File: src/rtl/ifetch.sv
// ifetch: instruction fetch stage feeding dec.
//
// Keeps the fetch PC and issues word requests on a req/gnt + rvalid
// instruction-memory interface. Returned words are buffered in a small FIFO.
// A registered {instr, pc} pair is presented to dec every cycle. A NOP bubble
// is inserted when the buffer is empty or a redirect happens.
//
// Credit scheme: requests in flight plus buffered entries never exceed
// FIFO_DEPTH. As a result, a response always finds room and rvalid needs no
// backpressure.
//
// On a redirect from exe the buffer is flushed. Responses still in flight are
// counted in dropCnt_q and discarded as they return.
//
// Ports:
//   clk, reset           clock, asynchronous active-high reset
//   imem_req_o           fetch request valid
//   imem_adr_o           fetch address (word aligned)
//   imem_gnt_i           request accepted this cycle
//   imem_rvalid_i        in-order response valid
//   imem_rdata_i         instruction word
//   branch_v_i           redirect/flush from exe
//   branch_target_i      redirect address
//   stall_i              hold the output register
//   instr_q_o            instruction to dec
//   pc0_q_o              PC of instr_q_o
//   instr_v_q_o          instr_q_o is a real fetched instruction
//   instr_misaligned_q_o (only with IFETCH_MISALIGN_EXC_EN) misaligned target
//
// Optional feature macro: IFETCH_MISALIGN_EXC_EN.
//   Defined:   a redirect to a misaligned target issues no fetch. Instead it
//              reports an instr_misaligned_q_o marker and halts fetch until
//              the next redirect.
//   Undefined: the low two bits of the target are forced to zero.

module ifetch #(
    parameter int              XLEN            = 32,
    parameter logic [XLEN-1:0] RESET_PC        = 32'h8000_0000,
    parameter int              FIFO_DEPTH      = 2,
    parameter int              MAX_OUTSTANDING = 2
) (
    input  logic            clk,
    input  logic            reset,
    output logic            imem_req_o,
    output logic [XLEN-1:0] imem_adr_o,
    input  logic            imem_gnt_i,
    input  logic            imem_rvalid_i,
    input  logic [XLEN-1:0] imem_rdata_i,
    input  logic            branch_v_i,
    input  logic [XLEN-1:0] branch_target_i,
    input  logic            stall_i,
    output logic [XLEN-1:0] instr_q_o,
    output logic [XLEN-1:0] pc0_q_o,
    output logic            instr_v_q_o
`ifdef IFETCH_MISALIGN_EXC_EN
    ,
    output logic            instr_misaligned_q_o
`endif
);

    localparam int CNT_W  = $clog2(FIFO_DEPTH + MAX_OUTSTANDING + 1);
    localparam int FPTR_W = (FIFO_DEPTH > 1) ? $clog2(FIFO_DEPTH) : 1;
    localparam int PPTR_W = (MAX_OUTSTANDING > 1) ? $clog2(MAX_OUTSTANDING) : 1;
    localparam logic [CNT_W-1:0] FIFO_DEPTH_C = CNT_W'(FIFO_DEPTH);
    localparam logic [CNT_W-1:0] MAX_OUT_C    = CNT_W'(MAX_OUTSTANDING);
    localparam logic [XLEN-1:0]  NOP_INSTR    = XLEN'(32'h0000_0013);

    logic [XLEN-1:0]   fetchPc_q, fetchPc_d;
    logic [CNT_W-1:0]  outstanding_q, outstanding_d;
    logic [CNT_W-1:0]  dropCnt_q, dropCnt_d;
    logic [CNT_W-1:0]  fifoCount_q, fifoCount_d;
    logic [FPTR_W-1:0] fifoWr_q, fifoWr_d, fifoRd_q, fifoRd_d;
    logic [PPTR_W-1:0] pendWr_q, pendWr_d, pendRd_q, pendRd_d;
    logic [XLEN-1:0]   fifoPc_q    [FIFO_DEPTH];
    logic [XLEN-1:0]   fifoInstr_q [FIFO_DEPTH];
    logic [XLEN-1:0]   pendPc_q    [MAX_OUTSTANDING];
    logic [XLEN-1:0]   instr_q, instr_d, pc0_q, pc0_d;
    logic              instrV_q, instrV_d;

    logic              rspValid, reqFire, fifoPush, fifoPop;
    logic [CNT_W-1:0]  reqInc, rspDec, pushInc, popDec;
    logic [XLEN-1:0]   branchTarget;
    logic              misalignRedirect, fetchHalt;

    function automatic logic [FPTR_W-1:0] fifoInc(input logic [FPTR_W-1:0] p);
        return (p == FPTR_W'(FIFO_DEPTH - 1)) ? '0 : p + FPTR_W'(1);
    endfunction

    function automatic logic [PPTR_W-1:0] pendInc(input logic [PPTR_W-1:0] p);
        return (p == PPTR_W'(MAX_OUTSTANDING - 1)) ? '0 : p + PPTR_W'(1);
    endfunction

`ifdef IFETCH_MISALIGN_EXC_EN
    logic halt_q, halt_d, misaligned_q, misaligned_d;

    assign branchTarget     = branch_target_i;
    assign misalignRedirect = branch_v_i & (branch_target_i[1:0] != 2'b00);
    assign fetchHalt        = halt_q;

    // Fetch halts on a misaligned redirect until the next redirect. The
    // marker follows the output register: it is held under stall and cleared
    // on any other load.
    always_comb begin
        halt_d       = halt_q;
        misaligned_d = misaligned_q;
        if (branch_v_i) begin
            halt_d       = misalignRedirect;
            misaligned_d = misalignRedirect;
        end else if (!stall_i) begin
            misaligned_d = 1'b0;
        end
    end

    always_ff @(posedge clk or posedge reset) begin
        if (reset) begin
            halt_q       <= 1'b0;
            misaligned_q <= 1'b0;
        end else begin
            halt_q       <= halt_d;
            misaligned_q <= misaligned_d;
        end
    end

    assign instr_misaligned_q_o = misaligned_q;
`else
    logic unused_targetLsbs;

    assign branchTarget      = {branch_target_i[XLEN-1:2], 2'b00};
    assign misalignRedirect  = 1'b0;
    assign fetchHalt         = 1'b0;
    assign unused_targetLsbs = ^branch_target_i[1:0];
`endif

    // A response with nothing outstanding is spurious and is ignored.
    assign rspValid = imem_rvalid_i & (outstanding_q != '0);
    assign reqFire  = imem_req_o & imem_gnt_i;
    assign fifoPush = rspValid & (dropCnt_q == '0) & ~branch_v_i;
    assign fifoPop  = ~branch_v_i & ~stall_i & (fifoCount_q != '0);
    assign reqInc   = {{(CNT_W-1){1'b0}}, reqFire};
    assign rspDec   = {{(CNT_W-1){1'b0}}, rspValid};
    assign pushInc  = {{(CNT_W-1){1'b0}}, fifoPush};
    assign popDec   = {{(CNT_W-1){1'b0}}, fifoPop};

    assign imem_req_o = ~reset & ~branch_v_i & ~fetchHalt
                      & (outstanding_q < MAX_OUT_C)
                      & ((outstanding_q + fifoCount_q) < FIFO_DEPTH_C);
    assign imem_adr_o = fetchPc_q;

    // Fetch PC, in-flight bookkeeping and buffer pointers. A redirect clears
    // the buffer but leaves the pending-PC queue alone. The queue still has to
    // pair up with the responses that are about to be dropped.
    always_comb begin
        fetchPc_d     = reqFire ? fetchPc_q + XLEN'(4) : fetchPc_q;
        outstanding_d = outstanding_q + reqInc - rspDec;
        pendWr_d      = reqFire  ? pendInc(pendWr_q) : pendWr_q;
        pendRd_d      = rspValid ? pendInc(pendRd_q) : pendRd_q;
        dropCnt_d     = dropCnt_q;
        fifoWr_d      = fifoPush ? fifoInc(fifoWr_q) : fifoWr_q;
        fifoRd_d      = fifoPop  ? fifoInc(fifoRd_q) : fifoRd_q;
        fifoCount_d   = fifoCount_q + pushInc - popDec;
        if (rspValid && (dropCnt_q != '0)) begin
            dropCnt_d = dropCnt_q - CNT_W'(1);
        end
        if (branch_v_i) begin
            fetchPc_d   = branchTarget;
            dropCnt_d   = outstanding_q - rspDec;
            fifoWr_d    = '0;
            fifoRd_d    = '0;
            fifoCount_d = '0;
        end
    end

    // Output register priority: redirect, then stall, then buffer, then
    // bubble. During a bubble pc0 keeps its last value.
    always_comb begin
        instr_d  = instr_q;
        pc0_d    = pc0_q;
        instrV_d = instrV_q;
        if (branch_v_i) begin
            instr_d  = NOP_INSTR;
            instrV_d = misalignRedirect;
            if (misalignRedirect) begin
                pc0_d = branchTarget;
            end
        end else if (!stall_i) begin
            if (fifoPop) begin
                instr_d  = fifoInstr_q[fifoRd_q];
                pc0_d    = fifoPc_q[fifoRd_q];
                instrV_d = 1'b1;
            end else begin
                instr_d  = NOP_INSTR;
                instrV_d = 1'b0;
            end
        end
    end

    always_ff @(posedge clk or posedge reset) begin
        if (reset) begin
            fetchPc_q     <= RESET_PC;
            outstanding_q <= '0;
            dropCnt_q     <= '0;
            fifoCount_q   <= '0;
            fifoWr_q      <= '0;
            fifoRd_q      <= '0;
            pendWr_q      <= '0;
            pendRd_q      <= '0;
            instr_q       <= NOP_INSTR;
            pc0_q         <= '0;
            instrV_q      <= 1'b0;
        end else begin
            fetchPc_q     <= fetchPc_d;
            outstanding_q <= outstanding_d;
            dropCnt_q     <= dropCnt_d;
            fifoCount_q   <= fifoCount_d;
            fifoWr_q      <= fifoWr_d;
            fifoRd_q      <= fifoRd_d;
            pendWr_q      <= pendWr_d;
            pendRd_q      <= pendRd_d;
            instr_q       <= instr_d;
            pc0_q         <= pc0_d;
            instrV_q      <= instrV_d;
        end
    end

    // Data storage needs no reset; the valid state lives in the counters.
    // Push and pop of the pending queue never hit the same slot in one cycle.
    always_ff @(posedge clk) begin
        if (reqFire) begin
            pendPc_q[pendWr_q] <= fetchPc_q;
        end
        if (fifoPush) begin
            fifoPc_q[fifoWr_q]    <= pendPc_q[pendRd_q];
            fifoInstr_q[fifoWr_q] <= imem_rdata_i;
        end
    end

    assign instr_q_o   = instr_q;
    assign pc0_q_o     = pc0_q;
    assign instr_v_q_o = instrV_q;

endmodule

File: config.mk
export PLATFORM = sky130hd
export DESIGN_NAME = ifetch
export DESIGN_NICKNAME = d
export VERILOG_FILES = /design/src/rtl/ifetch.sv
export SDC_FILE = /design/constraint.sdc
export NUM_CORES = 1
export LEC_CHECK = 0
export ABC_AREA = 1
export ABC_CLOCK_PERIOD_IN_PS = 7000
export CORE_MARGIN = 2
export CORE_UTILIZATION = 49
export DETAILED_ROUTE_END_ITERATION = 7
export PLACE_DENSITY_LB_ADDON = 0.25
export SLEW_MARGIN = 20
export SYNTH_ARGS = -nofsm -noshare
export SYNTH_HDL_FRONTEND = slang
export SYNTH_SLANG_ARGS = --single-unit
File: constraint.sdc
create_clock -name clk -period 7 [get_ports clk]
set_input_delay 1.05 -clock clk [delete_from_list [all_inputs] [get_ports clk]]
set_output_delay 1.05 -clock clk [all_outputs]
set_load 0.005 [all_outputs]
==> results of run 1 <==
## power groups by stage
stage / registers, mW / clock network [mW] / logic, mW
floorplan: 2.24 / 0 / 0.597
global placement: 2.35 / 0 / 0.954
detailed placement: 2.36 / 0 / 0.989
CTS: 2.32 / 1.52 / 0.998
global route: 2.32 / 1.60 / 1.16
finish: 2.29 / 1.49 / 1.03
## worst max-delay path: cells and delay by family
family	cells	cell delay, ns
compound gates	1	0.10
buf+inv	6	2.49
simple gates	3	0.43
## worst min-delay path by stage
stage	from	end
final	pc0_q_o[15]	pc0_q_o[15]
after global routing	pc0_q_o[11]	pc0_q_o[11]
after CTS	pc0_q_o[15]	pc0_q_o[15]
after detailed placement	pc0_q_o[24]	pc0_q_o[24]
after global placement	pc0_q_o[26]	pc0_q_o[26]
after floorplan	fifoWr_q	fifoWr_q
## area by class of cell
class	instances	area, µm²	area share (%)
Sequential cell	290	8187	54.79
Multi-Input combinational cell	649	3309	22.15
Timing Repair Buffer	170	1692	11.32
Clock buffer	41	840.8	5.627
Inverter	111	419.2	2.805
Tap cell	324	405.4	2.713
Clock inverter	11	90.09	0.6029
## kinds of logic (layout without fill, tap and decap cells)
family / after synthesis / in the layout / synth area share (%)
and+or+nand+nor: 466 / 466 / 16.54
DFF: 290 / 290 / 67.58
buffers and inverters: 162 / 333 / 5.456
AOI/OAI and AO/OA: 150 / 150 / 7.646
adders and majority gates: 13 / 13 / 1.529
xor gates and xnor gates: 13 / 13 / 0.9403
muxes: 3 / 3 / 0.2790
other: 1 / 4 / 0.03097
## metrics by stage
stage                     total power, mW  cell area, µm²  utilization (%)  setup slack [ns]  hold WS [ns]
after floorplan                     2.836           12130                -             1.555        0.4596
after global placement              3.301           13990            57.53             2.662        0.4654
after detailed placement            3.345           13990            57.53             2.613        0.4740
after CTS                           4.841           14920            61.36             3.171        0.4895
after global routing                5.074           14940            61.44             2.900        0.5196
final                               4.802           14940            61.44             3.209        0.4854
## flip-flops by register name, indices dropped and copies added (netlist names)
| signal | cells |
|---|---|
| pendPc_q | 60 |
| imem_adr_o | 30 |
| outstanding_q | 3 |
| instr_v_q_o | 1 |
| fifoWr_q | 1 |
| dropCnt_q | 3 |
| pendRd_q | 1 |
| pc0_q_o | 30 |
| instr_q_o | 32 |
| pendWr_q | 1 |
| fifoPc_q | 60 |
| fifoInstr_q | 64 |
| fifoCount_q | 3 |
| fifoRd_q | 1 |
## placed cells by master, fill, tap and decap left out, drive strengths merged, types with 2 or more instances in the layout
cell,count
nand2,323
edfxtp,184
clkdlybuf4s50,161
inv,111
o21ai,105
dfrtp,102
nand3,83
nor2,53
clkbuf,41
a32o,29
ha,10
buf,9
xnor2,8
clkinv,7
o21bai,6
xor2,5
a21boi,4
o22ai,4
conb,4
dfstp,4
mux2,3
fa,3
clkinvlp,3
and2,2
a21oi,2
nor3,2
## metal layers
metal | routed length, µm | share of wire [%]
met5 | 0 | 0
met4 | 531 | 2.1
met3 | 1514 | 5.9
met2 | 12020 | 47
met1 | 11510 | 45
==> reports/results.tsv, run 1 <==
metric	value	unit
status	completed	
slew_viol_final	0	
clock_latency	0.54	ns
grt_pass1_vias	7895	
synthArstFlopShare	36.55	%
synth_top_area_share	45.63	%
worst_pin_slew	1.033	ns
rows	57	
worstSetupEndpointType	flop	
final_antenna_net_count	0	
cp_slowest_cell	buf_4	
die_height	161.2	µm
reg2reg_setup_slack	3.87	ns
routed_wl	25.58	mm
grt_max_degree	124	
placed_cells_incl_taps	1543	
endpoint	pc0_q_o[10]	
cts_buffers	28	
grt_pass1_wl	41.32	mm
netlist_top_cells_area	edfxtp_1 46%, dfrtp_1 21%, nand2_1 10%, o21ai_0 4.1%, inv_1 3.3%	
h-tree-depth	1	
comb_power_share	21.4	%
hold_buffers	0	
wl_per_cell	16.03	µm
yosysMostFrequentCell	nand2_1	
rsz0062_at_grt	false	
peakVddDrop	194.5	µV
n_fill_cell	1921	
cts_setup_buffers	0	
ys.warnings.count	0	
drive_gt1_share	7.704	%
post-route-period-util	54.15	%
finClkSkew	0.01632	ns
drt_iter0_markers	800	
ys.flop_type	edfxtp_1	
syn_inst	1098	
overflow	0	
path_max_fanout	66	
gr-usage-all-layers	19.90	%
cts_resized	0	
startpoint	branch_v_i	
met2_usage	32.38	%
dp_hpwl	15.86	mm
drc	0	
die_w	161.2	µm
period_needed	3.791	ns
syn_area	12110	µm²
synth-edff-count	184	
gr-max-usage-layer	met2	
cp.arrival	4.16	ns
power.switching	1.369	mW
r2r_cells	10	
p_leak	5.974	nW
ys_types	36	
initial_core_util	49.79	%
final_cells	1596	
cts.sinks	290	
cts_root_buffer	clkbuf_16	
dr_total_vias	8179	
r2r_end	outstanding_q[2]	
slew_headroom	31.11	%
critPathMostFrequentCell	buf_4	
finalNetCount	1333	
hold_class	flop to flop	
yosys.area.top_type	edfxtp_1	
worstPathRequired	7.36	ns
power_density	321.4	nW/µm²
swShare	28.50	%
p_seq_share	47.6	%
synth_area_per_cell	11.03	µm²
synth_seq_cells	290	
maxCapViolCount	0	
io_buffers	161	
met1_usage	28.60	%
viasPerCell	5.125	
antenna_found_initial	0	
setup-violations-final	0	
core	24320	µm²
slowest_delay	0.51	ns
regToRegStartpoint	fifoCount_q[1]	
boundaryPins	168	
area_growth	23.40	%
finalHoldViolCount	0	
diodes	0	
hold_path_depth	2	
clkPwrFrac	31.0	%
path_clk_slew	0.06	ns
ys_seq_area_share	67.58	%
worst-setup-path-type	primary input to flop	
cp_cell_sequence	clkdlybuf4s50_1 > buf_4 > inv_2 > buf_4 > nand2_1 > nor2_2 > buf_4 > inv_2 > nand2_1 > o21ai_0	
die_area	25990	µm²
grt_use_met3	2.722	%
clockBufferDepth	3	
routabilityCongestion	0.9028	
setup_tns	0	ns
worst_setup_path_start_kind	primary input	
cts_tree	built	
dr.pass1.iters	5	
ys_top_cells_by_count	322 x nand2_1, 184 x edfxtp_1, 108 x inv_1	
fmax	0.2638	GHz
intPower	3.434	mW
No activity file was read; power rests on OpenSTA's default activity.
==> run 2, diff against run 1 <==
--- a/config.mk
+++ b/config.mk
@@ -6,7 +6,7 @@
 export NUM_CORES = 1
 export LEC_CHECK = 0
 export ABC_AREA = 1
-export ABC_CLOCK_PERIOD_IN_PS = 7000
+export ABC_CLOCK_PERIOD_IN_PS = 3400
 export CORE_MARGIN = 2
 export CORE_UTILIZATION = 49
 export DETAILED_ROUTE_END_ITERATION = 7
==> constraint.sdc (replaced) <==
create_clock -name clk -period 3.4 [get_ports clk]
set_input_delay 0.51 -clock clk [delete_from_list [all_inputs] [get_ports clk]]
set_output_delay 0.51 -clock clk [all_outputs]
set_load 0.005 [all_outputs]
==> run 2 against run 1 <==
  * Worst setup slack worse by 2.9 ns
  * Via count grew 0.55%
  * Cell area grew 0.20%
  * Count of clock-buffer cells in the layout is 4 higher
  * Sequential power rose by 100%
  * First-iteration DRC count down 29%
  * Combinational power is 110% higher
  * Clock power is 94% higher
  * Sequential share of layout area fell by 0.11 points
  * Wire length is 0.64% lower
  * Largest cell class unchanged
==> reports/results.tsv, run 2 (synthesis results as in run 1) <==
metric	value	unit	change
grt_pass1_vias	8009		was 7,895
slew_viol_final	0		unchanged
cp.depth	7		was 10
path_delay_family	buffers and inverters		unchanged
setup-violations-final	0		unchanged
power.switching	2.733	mW	was 1.369 mW
status	completed		unchanged
setup_tns	0	ns	unchanged
finalHoldViolCount	0		unchanged
cp_slowest_cell	fa_1		was buf_4
grt_pass1_wl	40.79	mm	was 41.32 mm
peakVddDrop	450.2	µV	was 194.5 µV
routabilityCongestion	0.9718		was 0.9028
core	24320	µm²	unchanged
clockBufferDepth	3		unchanged
io_buffers	161		unchanged
routed_wl	25.41	mm	was 25.58 mm
finalPower	9.712	mW	was 4.802 mW
worst-setup-path-type	flop to output port		was primary input to flop
n_fill_cell	1924		was 1,921
largest_register_ffs	64		unchanged
top_register	fifoInstr_q		unchanged
final_cell_mix	322 x nand2_1, 184 x edfxtp_1, 161 x clkdlybuf4s50_1, 106 x inv_1, 101 x dfrtp_1		unchanged
path_max_fanout	4		was 66
drt_iter0_markers	567		was 800
fmax	0.3252	GHz	
rsz0062_at_grt	false		unchanged
final_antenna_net_count	0		unchanged
swShare	28.14	%	was 28.50%
startpoint	fifoCount_q[1]		was branch_v_i
worst_pin_slew	1.028	ns	was 1.033 ns
area_growth	23.65	%	was 23.40%
die_area	25990	µm²	unchanged
hold_class	flop to flop		unchanged
rows	57		unchanged
initial_core_util	49.79	%	unchanged
r2r_cells	10		unchanged
slew_headroom	31.49	%	was 31.11%
viasPerCell	5.118		was 5.125
p_seq_share	48.3	%	was 47.6%
clkPwrFrac	29.8	%	was 31.0%
whs	0.4810	ns	was 0.4854 ns
gr-usage-all-layers	19.61	%	was 19.90%
intPower	6.980	mW	was 3.434 mW
cts_setup_buffers	0		unchanged
boundaryPins	168		unchanged
worstPathRequired	2.89	ns	was 7.36 ns
die_w	161.2	µm	unchanged
min_from	pc0_q_o[5]		was pc0_q_o[15]
timing.final.ws_setup	0.3248	ns	was 3.209 ns
cts_root_buffer	clkbuf_16		unchanged
drive_gt1_share	7.560	%	was 7.704%
crit_buf_inv	3		was 6
place_ws	0.4895	ns	was 2.613 ns
dp_hpwl	16.64	mm	was 15.86 mm
clock_latency	0.53	ns	was 0.54 ns
drc	0		unchanged
cp.arrival	2.57	ns	was 4.16 ns
diodes	0		unchanged
wl_per_cell	15.81	µm	was 16.03 µm
post-route-period-util	90.45	%	
dr.pass1.iters	5		unchanged
largestRegisters	fifoInstr_q x64, fifoPc_q x60, pendPc_q x60		unchanged
critPathMostFrequentCell	inv_1		was buf_4
final_common_cell	nand2_1		unchanged
worst_setup_path_start_kind	flop		was primary input
overflow	0		unchanged
cts_buffers	29		was 28
slowest_delay	0.50	ns	was 0.51 ns
power_density	648.6	nW/µm²	was 321.4 nW/µm²
regToRegStartpoint	fifoCount_q[1]		unchanged
dr_total_vias	8224		was 8,179
cts_resized	0		unchanged
hold_buffers	0		unchanged
grt_max_degree	63		was 124
finClkSkew	0.02322	ns	was 0.01632 ns
hold_path_depth	2		unchanged
period_needed	3.075	ns	
cts_tree	built		unchanged
comb_power_share	21.9	%	was 21.4%
antenna_found_initial	0		unchanged
cts.sinks	290		unchanged
cp_cell_sequence	inv_1 > fa_1 > nand2_1 > nor3_4 > nand3_2 > inv_1 > clkdlybuf4s50_1		was clkdlybuf4s50_1 > buf_4 > inv_2 > buf_4 > nand2_1 > nor2_2 > buf_4 > inv_2 > nand2_1 > o21ai_0
die_height	161.2	µm	unchanged
finalNetCount	1344		was 1,333
worstSetupEndpointType	output port		was flop
p_leak	5.997	nW	was 5.974 nW
h-tree-depth	1		unchanged
maxCapViolCount	0		unchanged
path_clk_slew	0.06	ns	about the same
-- run 2: cell types whose count changed in the layout (fill, tap and decap cells not counted), sizes merged --
cell      previous run  this run
clkbuf              41        45
clkinvlp             3         0
buf                  9        19
-- run 2: area by class of cell --
class | instances | area (µm²) | area share, %
clock inverters | 8 | 60.06 | 0.4011
flip-flops and latches | 290 | 8187 | 54.68
clock buffers | 45 | 805.8 | 5.381
multi-input cells | 649 | 3304 | 22.07
inverters | 111 | 419.2 | 2.799
well taps | 324 | 405.4 | 2.707
repair buffers | 180 | 1792 | 11.97
-- run 2: worst register-to-register path, stage by stage (launching register included) --
cell and delay [ns]:
dfrtp_1 0.44, inv_1 0.09, fa_1 0.50, nand2_1 0.09, nor3_4 0.19, nand4_4 0.16, ha_1 0.31, inv_1 0.04
ha_1 0.18, fa_1 0.37, xnor2_1 0.13
-- run 2: final timing paths --
path / to / slack [ns]
worst min-delay path: pc0_q_o[5] / 0.48
worst max register to register: outstanding_q[2] / 0.79
worst min register to register: pc0_q_o[5] / 0.48
max in group asynchronous: instr_q_o[6] / 2.25
worst max-delay path: imem_req_o / 0.32
min in group asynchronous: imem_adr_o[15] / 0.50
-- run 2: per-stage QoR --
stage | utilization (%) | instances | cell area, µm²
floorplan | - | 1101 | 12140
finish | 61.57 | 1607 | 14970
CTS | 61.57 | 1607 | 14970
global placement | 58.01 | 1554 | 14110
detailed placement | 58.01 | 1554 | 14110
global route | 61.57 | 1607 | 14970
-- run 2: power by group through the flow --
stage / clock (mW) / sequential (mW) / combinational [mW]
after floorplan: 0 / 4.61 / 1.23
after global placement: 0 / 4.75 / 2.08
after detailed placement: 0 / 4.76 / 2.15
final: 2.89 / 4.69 / 2.13
after global routing: 3.09 / 4.75 / 2.41
after CTS: 2.95 / 4.69 / 2.16
-- run 2: layer usage --
metal,vias to the layer above,GRT usage (%),share of wire [%]
met3,52,2.568,5.5
met4,0,6.169,2.8
li1,4005,-,-
met5,-,0,0
met1,3879,27.80,45
met2,288,31.90,46
==> run 3, diff against run 2 <==
--- a/config.mk
+++ b/config.mk
@@ -6,9 +6,9 @@
 export NUM_CORES = 1
 export LEC_CHECK = 0
 export ABC_AREA = 1
-export ABC_CLOCK_PERIOD_IN_PS = 3400
+export ABC_CLOCK_PERIOD_IN_PS = 3600
 export CORE_MARGIN = 2
-export CORE_UTILIZATION = 49
+export CORE_UTILIZATION = 59
 export DETAILED_ROUTE_END_ITERATION = 7
 export PLACE_DENSITY_LB_ADDON = 0.25
 export SLEW_MARGIN = 20
==> constraint.sdc (replaced) <==
create_clock -name clk -period 3.6 [get_ports clk]
set_input_delay 0.54 -clock clk [delete_from_list [all_inputs] [get_ports clk]]
set_output_delay 0.54 -clock clk [all_outputs]
set_load 0.005 [all_outputs]
==> run 3 against run 2 <==
  * Count of clock-buffer cells in the layout fell by 1
  * Via count increased by 1.7%
  * Non-clock buffer count down 4
  * Wire length rose by 1.7%
  * Clock skew increased by 0.0019 ns
  * Worst hold slack improved by 0.00077 ns
  * Critical endpoint unchanged
  * Largest cell class unchanged
==> reports/results.tsv, run 3 (synthesis results as in run 1) <==
metric	value	unit	change
status	completed		unchanged
timing.final.ws_setup	0.4645	ns	was 0.3248 ns
dr.pass1.iters	5		unchanged
p_leak	6.000	nW	was 5.997 nW
drive_gt1_share	7.578	%	was 7.560%
p_seq_share	47.7	%	was 48.3%
comb_power_share	21.9	%	about the same
n_fill_cell	1333		was 1,924
seq_area	8187	µm²	unchanged
cts_buffers	29		unchanged
cts_tree	built		unchanged
whs	0.4818	ns	was 0.4810 ns
grt_pass1_wl	42.00	mm	was 40.79 mm
area_growth	23.33	%	was 23.65%
clock_latency	0.55	ns	was 0.53 ns
worstPathRequired	3.06	ns	was 2.89 ns
fmax	0.3189	GHz	
clockBufferDepth	3		unchanged
period_needed	3.135	ns	
path_clk_slew	0.06	ns	about the same
hold_buffers	0		unchanged
wl_per_cell	16.68	µm	was 15.81 µm
dp_hpwl	16.27	mm	was 16.64 mm
peakVddDrop	379.7	µV	was 450.2 µV
worst_pin_slew	1.048	ns	was 1.028 ns
setup_tns	0	ns	unchanged
final_antenna_net_count	0		unchanged
worstSetupEndpointType	output port		unchanged
worst_setup_path_start_kind	flop		unchanged
routabilityCongestion	0.9701		was 0.9718
boundaryPins	168		unchanged
gr-usage-all-layers	24.21	%	was 19.61%
die_w	147.3	µm	was 161.2 µm
dr_total_vias	8365		was 8,224
power.switching	2.671	mW	was 2.733 mW
core	20170	µm²	was 24,320 µm²
cts_setup_buffers	0		unchanged
placed_cells_incl_taps	1495		was 1,554
power_density	623.4	nW/µm²	was 648.6 nW/µm²
final_cell_mix	322 x nand2_1, 184 x edfxtp_1, 161 x clkdlybuf4s50_1, 106 x inv_1, 101 x dfrtp_1		unchanged
top_register	fifoInstr_q		unchanged
hold_class	flop to flop		unchanged
place_area	14000	µm²	was 14,110 µm²
final_area	14930	µm²	was 14,970 µm²
grt_max_degree	124		was 63
place_ws	0.7698	ns	was 0.4895 ns
diodes	0		unchanged
grt_pass1_vias	8246		was 8,009
finClkSkew	0.02509	ns	was 0.02322 ns
routed_wl	25.85	mm	was 25.41 mm
cts.sinks	290		unchanged
intPower	6.639	mW	was 6.980 mW
finalHoldViolCount	0		unchanged
drc	0		unchanged
largest_register_ffs	64		unchanged
worst-setup-path-type	flop to output port		unchanged
die_area	21690	µm²	was 25,990 µm²
initial_core_util	60.04	%	was 49.79%
path_max_fanout	4		unchanged
die_height	147.3	µm	was 161.2 µm
setup-violations-final	0		unchanged
swShare	28.69	%	was 28.14%
rsz0062_at_grt	false		unchanged
final_cells	1550		was 1,607
largestRegisters	fifoInstr_q x64, fifoPc_q x60, pendPc_q x60		unchanged
antenna_found_initial	0		unchanged
post-route-period-util	87.10	%	
multi_input_area	3304	µm²	unchanged
clkPwrFrac	30.4	%	was 29.8%
overflow	0		unchanged
viasPerCell	5.397		was 5.118
rows	52		was 57
slew_headroom	30.07	%	was 31.49%
maxCapViolCount	0		unchanged
cts_resized	0		unchanged
final_common_cell	nand2_1		unchanged
drt_iter0_markers	671		was 567
finalNetCount	1340		was 1,344
io_buffers	161		unchanged
cp.arrival	2.60	ns	was 2.57 ns
slew_viol_final	0		unchanged
cts_root_buffer	clkbuf_16		unchanged
h-tree-depth	1		unchanged
[run 3: critical path: stages, from the launching register on]
cell	delay, ns
dfrtp_1	0.44
inv_1	0.09
fa_1	0.53
nand2_1	0.09
nor3_4	0.18
nand3_2	0.14
inv_1	0.07
clkdlybuf4s50_1	0.51
[run 3: path summary, 6_finish.rpt]
path                                    end      startpoint  slack [ns]  depth (start not counted)
max                              imem_req_o  fifoCount_q[1]        0.46                          7
min                              pc0_q_o[9]      pc0_q_o[9]        0.48                          2
max reg2reg                 pendPc_q[0][23]  fifoCount_q[1]        1.03                          8
min reg2reg                      pc0_q_o[9]      pc0_q_o[9]        0.48                          2
max in group asynchronous     instr_q_o[21]           reset        2.37                          3
min in group asynchronous  outstanding_q[0]           reset        0.50                          2
[run 3: power by group through the flow]
stage          Clock (mW)  Combinational (mW)  Sequential (mW)
6_report             2.83                2.04             4.44
5_1_grt              3.02                2.30             4.49
4_1_cts              2.87                1.96             4.52
3_5_place_dp            0                1.94             4.58
3_3_place_gp            0                1.85             4.55
2_1_floorplan           0                1.17             4.35
[run 3: final cells by class]
cell class / count / share of cell area [%]
clock buffers: 44 / 5.437
clock inverters: 10 / 0.6200
inverters: 111 / 2.807
multi-input cells: 649 / 22.13
flip-flops and latches: 290 / 54.82
well taps: 270 / 2.262
repair buffers: 176 / 11.93
[run 3: through the flow]
| stage | power [mW] | utilization (%) |
|---|---|---|
| detailed placement | 6.515 | 69.42 |
| global route | 9.807 | 74.04 |
| finish | 9.310 | 74.04 |
| floorplan | 5.519 | - |
| CTS | 9.350 | 73.91 |
| global placement | 6.402 | 69.42 |
[run 3: per-layer routing]
| metal | up-vias | part of all wire [%] | GRT usage, % |
|---|---|---|---|
| met5 | - | 0 | 0 |
| met4 | 0 | 2.7 | 8.077 |
| li1 | 4008 | - | - |
| met3 | 48 | 7.2 | 4.068 |
| met2 | 330 | 48 | 39.30 |
| met1 | 3979 | 42 | 33.84 |
==> edit (flow settings as in run 1) <==
`pc0_q` no longer has a reset.
--- a/src/rtl/ifetch.sv
+++ b/src/rtl/ifetch.sv
@@ -205,7 +205,6 @@
             pendWr_q      <= '0;
             pendRd_q      <= '0;
             instr_q       <= NOP_INSTR;
-            pc0_q         <= '0;
             instrV_q      <= 1'b0;
         end else begin
             fetchPc_q     <= fetchPc_d;
@@ -217,9 +216,12 @@
             pendWr_q      <= pendWr_d;
             pendRd_q      <= pendRd_d;
             instr_q       <= instr_d;
-            pc0_q         <= pc0_d;
             instrV_q      <= instrV_d;
         end
+    end
+
+    always_ff @(posedge clk) begin
+        pc0_q <= pc0_d;
     end
 
     // Data storage needs no reset; the valid state lives in the counters.
Formal check against the unedited RTL: differs if reset is asserted again (counterexample within 4 cycles, from zero or initial values and one cycle with reset high); with reset held inactive, the same outputs for 4 cycles.
==> edit against run 1 <==
  * Sequential cell count unchanged
  * Setup slack improved by 19 ps
  * Cell area increased by 0.21%
  * Non-clock buffer count increased by 3
  * Power decreased by 1.3%
  * Area after synthesis decreased by 1.1%
  * Wire length decreased by 2.9%
  * Clock skew decreased by 7.5 ps
==> edit: results (changes against run 1) <==
* Status: finished clean
* Post-synth EDFFs at 214 (+16%)
* First-pass GRT wire length at 40.2 mm (-2.6%)
* Drt pass-1 iters at 7 (+2)
* Clk tree area frac at 7.17% (+0.94 points)
* Slew @ Worst Pin at 978 ps (-55.8 ps)
* Reg-to-reg slack, setup at 3900 ps (+30 ps)
* Seq/Total Area, Yosys at 69.6% (+2.0 points)
* Comb. pwr at 885 uW (-14%)
* Adder-Cell Fraction of Synth Area at 1.55% (+0.017 points)
* Internal power at 3480 uW (+1.4%)
* Global Route Usage Sum at 19.7% (-0.20 points)
* Clock buffer cells at 44 (+7.3%)
* Slowest stage delay, CP at 490 ps (-20 ps)
* VDD IR max at 0.249 mV (+28%)
* Bufs w/o clock at 173 (+1.8%)
* CP max FO at 39 (-41%)
* Post-synth cell types at 40 (+11%)
* Final WL at 24.8 mm (-2.9%)
* Hold Startpoint: instr_v_q_o$_DFFE_PP0P_
* Sequential share of cell area at 55.7% (+0.87 points)
* First-iteration detailed-routing DRC count at 495 (-38%)
* Synth area leaders: edfxtp_1 (54%), dfrtp_1 (15%), nand2_1 (8.2%), nand3_1 (3.6%), mux2_2 (3.1%)
* WL met2 at 12.4 mm (+3.5%)
* Vias at 7,602 (-7.1%)
* Critical path's slowest cell: clkdlybuf4s50_1
* Initial antenna violation count at 1 (+1)
* Sequential cells at 290 (unchanged)
* Drt via density at 5.10 (-0.44%)
* Share of layout cells above drive strength 1 at 11.8% (+4.1 points)
* Clk_skew at 8.83 ps (-7.49 ps)
* Mux contribution to synthesized area at 3.10% (+2.8 points)
* ANT cells at 1 (+1)
* Hold path endpoint: instr_v_q_o$_DFFE_PP0P_
* Multi-input gates at 565 (-13%)
* Non-CTS inverters at 81 (-27%)
* Number of CTS-inserted buffers at 30 (+7.1%)
* Synthesized area per cell at 12.3 um2 (+11%)
* Met3 Routed Length at 1.29 mm (-15%)
* Buffering overhead at 11.4% (+0.068 points)
-- edit: changes by cell type in the layout (fill, tap and decap cells not counted), sizes merged, moves of 29 or more --
cell    before  now
mux2         3   33
edfxtp     184  214
dfrtp      102   72
nand2      323  269
inv        111   82
o21ai      105   46
-- edit: per-stage QoR --
step	hold slack, ps	total power [uW]	cell area, um2	utilization [%]	worst slack [ps]
finish	520	4740	15000	61.9	3230
global route	548	4980	15000	61.9	3120
CTS	522	4790	15000	61.9	3200
detailed placement	504	3110	13900	57.5	2860
global placement	501	3080	13900	57.5	2890
floorplan	460	2740	12000	-	1650
-- edit: tightest hold or removal path: stages (launching register included) --
cell and delay, ps:
dfrtp_1 350, nand3_1 80, nand2_1 70
-- edit: metal layers --
layer,GRT usage [%],vias up
met5,0,-
met4,5.65,0
met3,3.15,41
met2,34.0,213
met1,26.1,3665
li1,-,3683
